`src/rtl/butterfly_r2_pipe.sv`:
```
// Radix-2 complex butterfly (DIT or DIF per sample) with run-time twiddle, round-half-up, optional /2 and saturation.
// Latency: 3 en-high cycles, one sample pair per cycle.
// Backpressure: none; en=0 freezes every stage and the outputs, only ovf_sticky still honours clr_ovf.
module butterfly_r2_pipe #(
    parameter int DATA_WIDTH = 16,
    parameter int TW_WIDTH   = 16,
    parameter int TW_FRAC    = 15
) (
    input  logic                         clk,
    input  logic                         rst_n,
    input  logic                         en,
    input  logic                         valid_in,
    input  logic                         dif,
    input  logic                         scale,
    input  logic signed [DATA_WIDTH-1:0] real_in0,
    input  logic signed [DATA_WIDTH-1:0] imag_in0,
    input  logic signed [DATA_WIDTH-1:0] real_in1,
    input  logic signed [DATA_WIDTH-1:0] imag_in1,
    input  logic signed [TW_WIDTH-1:0]   tw_real,
    input  logic signed [TW_WIDTH-1:0]   tw_imag,
    input  logic                         clr_ovf,
    output logic signed [DATA_WIDTH-1:0] real_out0,
    output logic signed [DATA_WIDTH-1:0] imag_out0,
    output logic signed [DATA_WIDTH-1:0] real_out1,
    output logic signed [DATA_WIDTH-1:0] imag_out1,
    output logic                         valid_out,
    output logic                         ovf_out,
    output logic                         ovf_sticky
);

    localparam int XW = DATA_WIDTH + 1;
    localparam int PW = DATA_WIDTH + TW_WIDTH + 2;
    localparam int RW = PW - TW_FRAC;
    // Two guard bits over the rounded product cover x0 +/- t and the +1 of the halving step.
    localparam int SW = RW + 2;

    localparam logic signed [PW-1:0] RND_HALF = {{(PW-1){1'b0}}, 1'b1} << (TW_FRAC - 1);
    localparam logic signed [SW-1:0] ONE      = {{(SW-1){1'b0}}, 1'b1};
    localparam logic signed [SW-1:0] MAXV     = {{(SW-DATA_WIDTH+1){1'b0}}, {(DATA_WIDTH-1){1'b1}}};
    localparam logic signed [SW-1:0] MINV     = ~MAXV;

    // Returns {overflow, value}: optional round-half-up halving, then clamp to the output range.
    function automatic logic [DATA_WIDTH:0] finish(input logic signed [SW-1:0] v,
                                                   input logic                 halve);
        logic signed [SW-1:0] s;
        s = halve ? ((v + ONE) >>> 1) : v;
        if (s > MAXV) begin
            return {1'b1, DATA_WIDTH'(MAXV)};
        end else if (s < MINV) begin
            return {1'b1, DATA_WIDTH'(MINV)};
        end else begin
            return {1'b0, DATA_WIDTH'(s)};
        end
    endfunction

    // Stage 1: input capture
    logic signed [DATA_WIDTH-1:0] s1_x0r, s1_x0i, s1_x1r, s1_x1i;
    logic signed [TW_WIDTH-1:0]   s1_wr, s1_wi;
    logic                         s1_dif, s1_scale, s1_vld;

    always_ff @(posedge clk or negedge rst_n) begin
        if (!rst_n) begin
            s1_x0r   <= '0;
            s1_x0i   <= '0;
            s1_x1r   <= '0;
            s1_x1i   <= '0;
            s1_wr    <= '0;
            s1_wi    <= '0;
            s1_dif   <= 1'b0;
            s1_scale <= 1'b0;
            s1_vld   <= 1'b0;
        end else if (en) begin
            s1_x0r   <= real_in0;
            s1_x0i   <= imag_in0;
            s1_x1r   <= real_in1;
            s1_x1i   <= imag_in1;
            s1_wr    <= tw_real;
            s1_wi    <= tw_imag;
            s1_dif   <= dif;
            s1_scale <= scale;
            s1_vld   <= valid_in;
        end
    end

    // Stage 2: operand select and full-precision complex multiply
    logic signed [XW-1:0] x0r_e, x0i_e, x1r_e, x1i_e;
    logic signed [XW-1:0] op_r, op_i, sum_r, sum_i;
    logic signed [PW-1:0] prod_r, prod_i;

    always_comb begin
        x0r_e  = XW'(s1_x0r);
        x0i_e  = XW'(s1_x0i);
        x1r_e  = XW'(s1_x1r);
        x1i_e  = XW'(s1_x1i);
        sum_r  = x0r_e + x1r_e;
        sum_i  = x0i_e + x1i_e;
        op_r   = s1_dif ? (x0r_e - x1r_e) : x1r_e;
        op_i   = s1_dif ? (x0i_e - x1i_e) : x1i_e;
        prod_r = PW'(op_r) * PW'(s1_wr) - PW'(op_i) * PW'(s1_wi);
        prod_i = PW'(op_r) * PW'(s1_wi) + PW'(op_i) * PW'(s1_wr);
    end

    logic signed [PW-1:0] s2_pr, s2_pi;
    logic signed [XW-1:0] s2_x0r, s2_x0i, s2_sr, s2_si;
    logic                 s2_dif, s2_scale, s2_vld;

    always_ff @(posedge clk or negedge rst_n) begin
        if (!rst_n) begin
            s2_pr    <= '0;
            s2_pi    <= '0;
            s2_x0r   <= '0;
            s2_x0i   <= '0;
            s2_sr    <= '0;
            s2_si    <= '0;
            s2_dif   <= 1'b0;
            s2_scale <= 1'b0;
            s2_vld   <= 1'b0;
        end else if (en) begin
            s2_pr    <= prod_r;
            s2_pi    <= prod_i;
            s2_x0r   <= x0r_e;
            s2_x0i   <= x0i_e;
            s2_sr    <= sum_r;
            s2_si    <= sum_i;
            s2_dif   <= s1_dif;
            s2_scale <= s1_scale;
            s2_vld   <= s1_vld;
        end
    end

    // Stage 3: round, add/sub, scale, saturate
    logic signed [RW-1:0]   t_r, t_i;
    logic signed [SW-1:0]   y0r, y0i, y1r, y1i;
    logic [DATA_WIDTH:0]    q0r, q0i, q1r, q1i;
    logic                   ovf_any;

    always_comb begin
        t_r = RW'((s2_pr + RND_HALF) >>> TW_FRAC);
        t_i = RW'((s2_pi + RND_HALF) >>> TW_FRAC);
        if (s2_dif) begin
            y0r = SW'(s2_sr);
            y0i = SW'(s2_si);
            y1r = SW'(t_r);
            y1i = SW'(t_i);
        end else begin
            y0r = SW'(s2_x0r) + SW'(t_r);
            y0i = SW'(s2_x0i) + SW'(t_i);
            y1r = SW'(s2_x0r) - SW'(t_r);
            y1i = SW'(s2_x0i) - SW'(t_i);
        end
        q0r     = finish(y0r, s2_scale);
        q0i     = finish(y0i, s2_scale);
        q1r     = finish(y1r, s2_scale);
        q1i     = finish(y1i, s2_scale);
        ovf_any = q0r[DATA_WIDTH] | q0i[DATA_WIDTH] | q1r[DATA_WIDTH] | q1i[DATA_WIDTH];
    end

    always_ff @(posedge clk or negedge rst_n) begin
        if (!rst_n) begin
            real_out0 <= '0;
            imag_out0 <= '0;
            real_out1 <= '0;
            imag_out1 <= '0;
            valid_out <= 1'b0;
            ovf_out   <= 1'b0;
        end else if (en) begin
            real_out0 <= q0r[DATA_WIDTH-1:0];
            imag_out0 <= q0i[DATA_WIDTH-1:0];
            real_out1 <= q1r[DATA_WIDTH-1:0];
            imag_out1 <= q1i[DATA_WIDTH-1:0];
            valid_out <= s2_vld;
            ovf_out   <= s2_vld & ovf_any;
        end
    end

    // A set on the same edge as a clear takes priority.
    always_ff @(posedge clk or negedge rst_n) begin
        if (!rst_n) begin
            ovf_sticky <= 1'b0;
        end else if (en && s2_vld && ovf_any) begin
            ovf_sticky <= 1'b1;
        end else if (clr_ovf) begin
            ovf_sticky <= 1'b0;
        end
    end

endmodule

```
`config.mk`:
```
export PLATFORM = sky130hd
export DESIGN_NAME = butterfly_r2_pipe
export DESIGN_NICKNAME = d
export VERILOG_FILES = /design/src/rtl/butterfly_r2_pipe.sv
export SDC_FILE = /design/constraint.sdc
export NUM_CORES = 2
export LEC_CHECK = 0
export CORE_UTILIZATION = 54
export DETAILED_ROUTE_END_ITERATION = 8
export PLACE_DENSITY = 0.82
export SKIP_CTS_REPAIR_TIMING = 1
export SLEW_MARGIN = 30
export SYNTH_ARGS = -nofsm -noshare
export SYNTH_HDL_FRONTEND = slang
export SYNTH_SLANG_ARGS = --single-unit
```
`constraint.sdc`:
```
create_clock -name clk -period 12.74 [get_ports clk]
set_clock_uncertainty 0.1 [all_clocks]
set_input_delay 1.274 -clock clk [delete_from_list [all_inputs] [get_ports clk]]
set_output_delay 1.274 -clock clk [all_outputs]
set_load 0.02 [all_outputs]
```
* After elaboration in Yosys (flattened, before gate mapping)
Index checks and enable logic that the tools add are counted.
** Operators by class
- Add/sub/neg operators :: 16
- $mul :: 4
- Order comparisons :: 8
- Multiplexer cells :: 20
- Bitwise gates (word level) :: 4
- Reduce and logical (&&, ||, !) cells :: 3
** Operator list (count)
- 2-to-1 mux 17 bit :: 10
- 2-to-1 mux 21 bit :: 8
- multiplier 17 x 16 -> 33 bit :: 4
- adder 21 x 2 -> 21 bit (second input constant) :: 4
- greater-than comparator 21 x 16 -> 1 bit (second input constant) :: 4
- less-than comparator 21 x 16 -> 1 bit (second input constant) :: 4
- adder 34 x 16 -> 34 bit (second input constant) :: 2
- adder 16 x 19 -> 20 bit :: 2
- subtractor 16 x 19 -> 20 bit :: 2
- adder 16 x 16 -> 17 bit :: 2
- adder 33 x 33 -> 34 bit :: 1
- subtractor 16 x 16 -> 17 bit :: 2
- subtractor 33 x 33 -> 34 bit :: 1
- OR 1 bit :: 3
- logical AND 1 bit :: 2
- 2-to-1 mux 1 bit :: 2
- nonzero test 2 bit :: 1
- bitwise AND 1 bit :: 1
** Word-level totals
- Register bits :: 303
- Bits of input ports :: 103
- Output and inout port bits :: 67
- Word-level logic and storage cells :: 80

* Logic depth before layout (Yosys ltp)
- Word-level depth :: 13
- Depth in mapped cells :: 48
- Gate-level depth less buffers :: 47

* Worst setup path before layout
Ideal clock, no wire load.
- Path type :: flip-flop to flip-flop
- Start point :: register s1_x0i[2]
- End point :: register s2_pr[31]
- Library setup time :: 0.083 ns
- Arrival time :: 10.085 ns
- Required time :: 12.557 ns
- Path slack :: 2.472 ns
- Cell stages (with the launch flop) :: 38
- Path buffers :: 1
- Period minus slack after synthesis :: 10.268 ns
- Cell sequence :: dfrtp_1 ha_1 nor2b_1 o21ai_0 a21oi_1 o21ai_0 nand2b_1 a21o_1 a41o_1 o41ai_1 o21bai_1 o21ai_1 clkbuf_1 nand2_1 inv_1 fa_1 inv_1 fa_1 (+2 left out) fa_1 inv_1 fa_1 fa_1 fa_1 fa_1 ha_1 a21o_1 a21o_1 a21oi_1 o21ai_0 a31o_2 o311a_1 or4_1 a31oi_1 xnor2_1 nand2_1 o21ai_0
** Between the ends
- Cells in the longest elaborated chain, start to end :: 4
** Ends and longest elaborated chain
- start: declaration :: line 57 : logic signed [DATA_WIDTH-1:0] s1_x0r, s1_x0i, s1_x1r, s1_x1i;
- start signal: assignment :: line 74 : s1_x0i <= imag_in0;
- subtractor 16 x 16 -> 17 bit :: line 98 : op_i = s1_dif ? (x0i_e - x1i_e) : x1i_e;
- 2-to-1 mux 17 bit :: line 98
- multiplier 17 x 16 -> 33 bit :: line 99 : prod_r = PW'(op_r) * PW'(s1_wr) - PW'(op_i) * PW'(s1_wi);
- subtractor 33 x 33 -> 34 bit :: line 99
- end signal: assignment :: line 119 : s2_pr <= prod_r;
- end: declaration :: line 103 : logic signed [PW-1:0] s2_pr, s2_pi;
Every way passes these cells.
A chain may end at the register's enable or synchronous reset.

* Worst setup path in the final report
- Start point :: register s1_x0r[2]
- End point :: register s2_pi[33]
** Between the ends
- Cells in the longest elaborated chain, start to end :: 4
** Ends and longest elaborated chain
- start: declaration :: line 57
- start signal: assignment :: line 73 : s1_x0r <= real_in0;
- subtractor 16 x 16 -> 17 bit :: line 97 : op_r = s1_dif ? (x0r_e - x1r_e) : x1r_e;
- 2-to-1 mux 17 bit :: line 97
- multiplier 17 x 16 -> 33 bit :: line 100 : prod_i = PW'(op_r) * PW'(s1_wi) + PW'(op_i) * PW'(s1_wr);
- adder 33 x 33 -> 34 bit :: line 100
- end signal: assignment :: line 120 : s2_pi <= prod_i;
- end: declaration :: line 103
Every way passes these cells.

==> results.sh <==
export IMPL_status="finished, final reports clean"
export IMPL_grt_max_degree=179
export IMPL_cp_slowest_cell="a31oi_4"
export IMPL_syn_nets=8925
export IMPL_maxCapViolations=0
export IMPL_dieArea_um2=119600
export IMPL_clk_pin_slew_ns=0.06
export IMPL_numCtsBuffers=40
export IMPL_num_nets_final=8861
export IMPL_ys_seq_area_frac=0.1078
export IMPL_worstSetupStartpointType="flop"
export IMPL_grt_pass1_vias=53430
export IMPL_cts_root_buffer="clkbuf_16"
export IMPL_grt_antenna_before_repair=9
export IMPL_max_stage_delay_ns=0.74
export IMPL_drt_vias_per_instance=5.798
export IMPL_yosys_register_bits=275
export IMPL_cts_num_sinks=275
export IMPL_min_period_over_period=0.9238
export IMPL_drt_iter0_markers=4290
export IMPL_diodes=0
export IMPL_clkLatencyLatePin_ns=0.64
export IMPL_tns_ns=0
export IMPL_design_area_um2=68480
export IMPL_worst_pin_slew_ns=1.026
export IMPL_drive_above_1_share=0.05455
export IMPL_avgSynthCellArea_um2=8.958
export IMPL_cts_tree="done"
export IMPL_worstPathArrival_ns=12.19
export IMPL_critPathCaptureType="flop"
export IMPL_synth_cell_type_count=92
export IMPL_areaGrowthSynthToFinish_pct=7.256
export IMPL_die_x_um=345.9
export IMPL_grt_pass1_wl_um=285500
export IMPL_final_common_cell="inv_1"
export IMPL_path_max_fanout=17
export IMPL_wl_per_cell_um=20.48
export IMPL_maxSlewViolCount=0
export IMPL_async_reset_ff_frac=1.000
export IMPL_drtPass1Iterations=6
export IMPL_synth_edf_count=0
export IMPL_antenna_left=0
export IMPL_slew_limit_headroom=0.3161
export IMPL_report_final_hold_viol_count=0
export IMPL_ys_flop_type="dfrtp_1"
export IMPL_worstPathRequired_ns=13.16
export IMPL_final_cell_mix="inv_1 (1556), fa_1 (1200), nand2_1 (688)"
export IMPL_path_common_cell="fa_1"
export IMPL_hold_class="reg -> reg"
export IMPL_grt_ovfl_total=0
export IMPL_io_pins=170
export IMPL_finalSetupViolCount=0
export IMPL_period_needed_ns=11.77
export IMPL_vias=49970
export IMPL_crit_type="reg -> reg"
export IMPL_placementRows=125
export IMPL_fillCellCount=9659
export IMPL_grt_usage=0.3017
export IMPL_cts_htree_levels=2
export IMPL_drc=0
export IMPL_die_h_um=345.9
export IMPL_cts_buffer_depth=3
export IMPL_rsz0062_at_grt="no"
export IMPL_gp_congestion=0.9696
export IMPL_postPlaceCellArea_um2=67020
export IMPL_max_clock_freq_mhz=84.96
export IMPL_postSynthCellCount=7128
export IMPL_hpwl_um=137100
export IMPL_port_buffers=169
export IMPL_start_util=0.5472
export IMPL_core_um2=116700
export IMPL_syn_area_um2=63850
export IMPL_routed_wl_um=176500
export IMPL_yosysWarnings=0
## metrics by stage
stage	setup WS (ns)	cells	util	hold WS, ns
after floorplan	2.472	7128	-	0.3492
after global placement	1.369	8543	0.5740	0.3739
after detailed placement	1.239	8544	0.5744	0.3783
after CTS	1.118	8617	0.5866	0.3925
after global routing	0.3194	8619	0.5870	0.4111
final	0.9704	8619	0.5870	0.3890
## final cells by class
class | instances | area [um2] | share of cell area
Multi-Input combinational cell | 4930 | 49960 | 0.7295
Tap cell | 1524 | 1907 | 0.02784
Inverter | 1558 | 5848 | 0.08539
Clock inverter | 21 | 286.5 | 0.004184
Timing Repair Buffer | 259 | 2456 | 0.03586
Sequential cell | 275 | 6893 | 0.1007
Clock buffer | 52 | 1137 | 0.01661
## state kept, by name, indices dropped and copies added (netlist names), 16 cells and up
| register | count |
|---|---|
| s2_x0r | 16 |
| s1_x1i | 16 |
| s2_pr | 20 |
| s2_sr | 17 |
| s1_wr | 16 |
| s2_si | 17 |
| imag_out1 | 16 |
| s2_x0i | 16 |
| imag_out0 | 16 |
| real_out1 | 16 |
| s1_x1r | 16 |
| s1_x0i | 16 |
| s2_pi | 20 |
| real_out0 | 16 |
| s1_x0r | 16 |
| s1_wi | 16 |
## path summary, 6_finish.rpt
kind	start	to	slack, ns	cells after the start
hold reg to reg	imag_out1[11]$_DFFE_PN0P_	imag_out1[11]$_DFFE_PN0P_	0.39	1
hold / removal	imag_out1[11]$_DFFE_PN0P_	imag_out1[11]$_DFFE_PN0P_	0.39	1
setup / recovery	s1_x0r[2]$_DFFE_PN0P_	s2_pi[33]$_DFFE_PN0P_	0.97	41
min in group asynchronous	rst_n	real_out0[1]$_DFFE_PN0P_	0.63	1
max in group asynchronous	rst_n	s2_scale$_DFFE_PN0P_	10.49	2
setup reg to reg	s1_x0r[2]$_DFFE_PN0P_	s2_pi[33]$_DFFE_PN0P_	0.97	41
## cells in the mapped netlist, drive strengths merged, types with 52 or more instances
master | n | area, um2
o21ai | 185 | 925.9
nor2 | 294 | 1104
mux2 | 136 | 1531
fa | 1201 | 24040
xor2 | 64 | 560.5
xnor2 | 152 | 1331
inv | 1558 | 5848
nand2 | 689 | 2589
nand3 | 79 | 395.4
and2 | 525 | 3284
buf | 55 | 229.0
nor2b | 85 | 531.8
ha | 493 | 6168
nor3 | 61 | 305.3
a21oi | 233 | 1166
dfrtp | 275 | 6882
nand2b | 52 | 325.3
clkbuf | 310 | 1165
## routing by layer
metal	up-vias	track usage	routed length [um]
met5	-	0	45
met4	6	0.1263	8451
met3	548	0.05346	16700
met2	2301	0.4973	83290
met1	25280	0.3923	68040
li1	21840	-	-
## kinds of logic (layout without fill, tap and decap cells)
| group | count (synthesis) | count (layout) | synth area share |
|---|---|---|---|
| flip-flops | 275 | 275 | 0.1078 |
| multiplexers | 184 | 184 | 0.03151 |
| XOR/XNOR | 216 | 216 | 0.02963 |
| AND/OR/NAND/NOR | 1967 | 1967 | 0.1537 |
| buffers and inverters | 1923 | 1890 | 0.1134 |
| adder cells (fa/ha/maj) | 1694 | 1694 | 0.4732 |
| AO/OA/AOI/OAI | 869 | 869 | 0.09079 |
## critical path, delay by kind of cell (launching register included)
family          cells  cell delay (ns)
simple gates        5             1.22
compound gates     18             4.01
fa+ha+maj          10             4.77
buf+inv             6             0.75
xor+xnor            1             0.10
flops               1             0.43
mux                 1             0.27
Power is not shown: default switching activity piles up to over one toggle a cycle in this logic, so the estimate is an artifact.
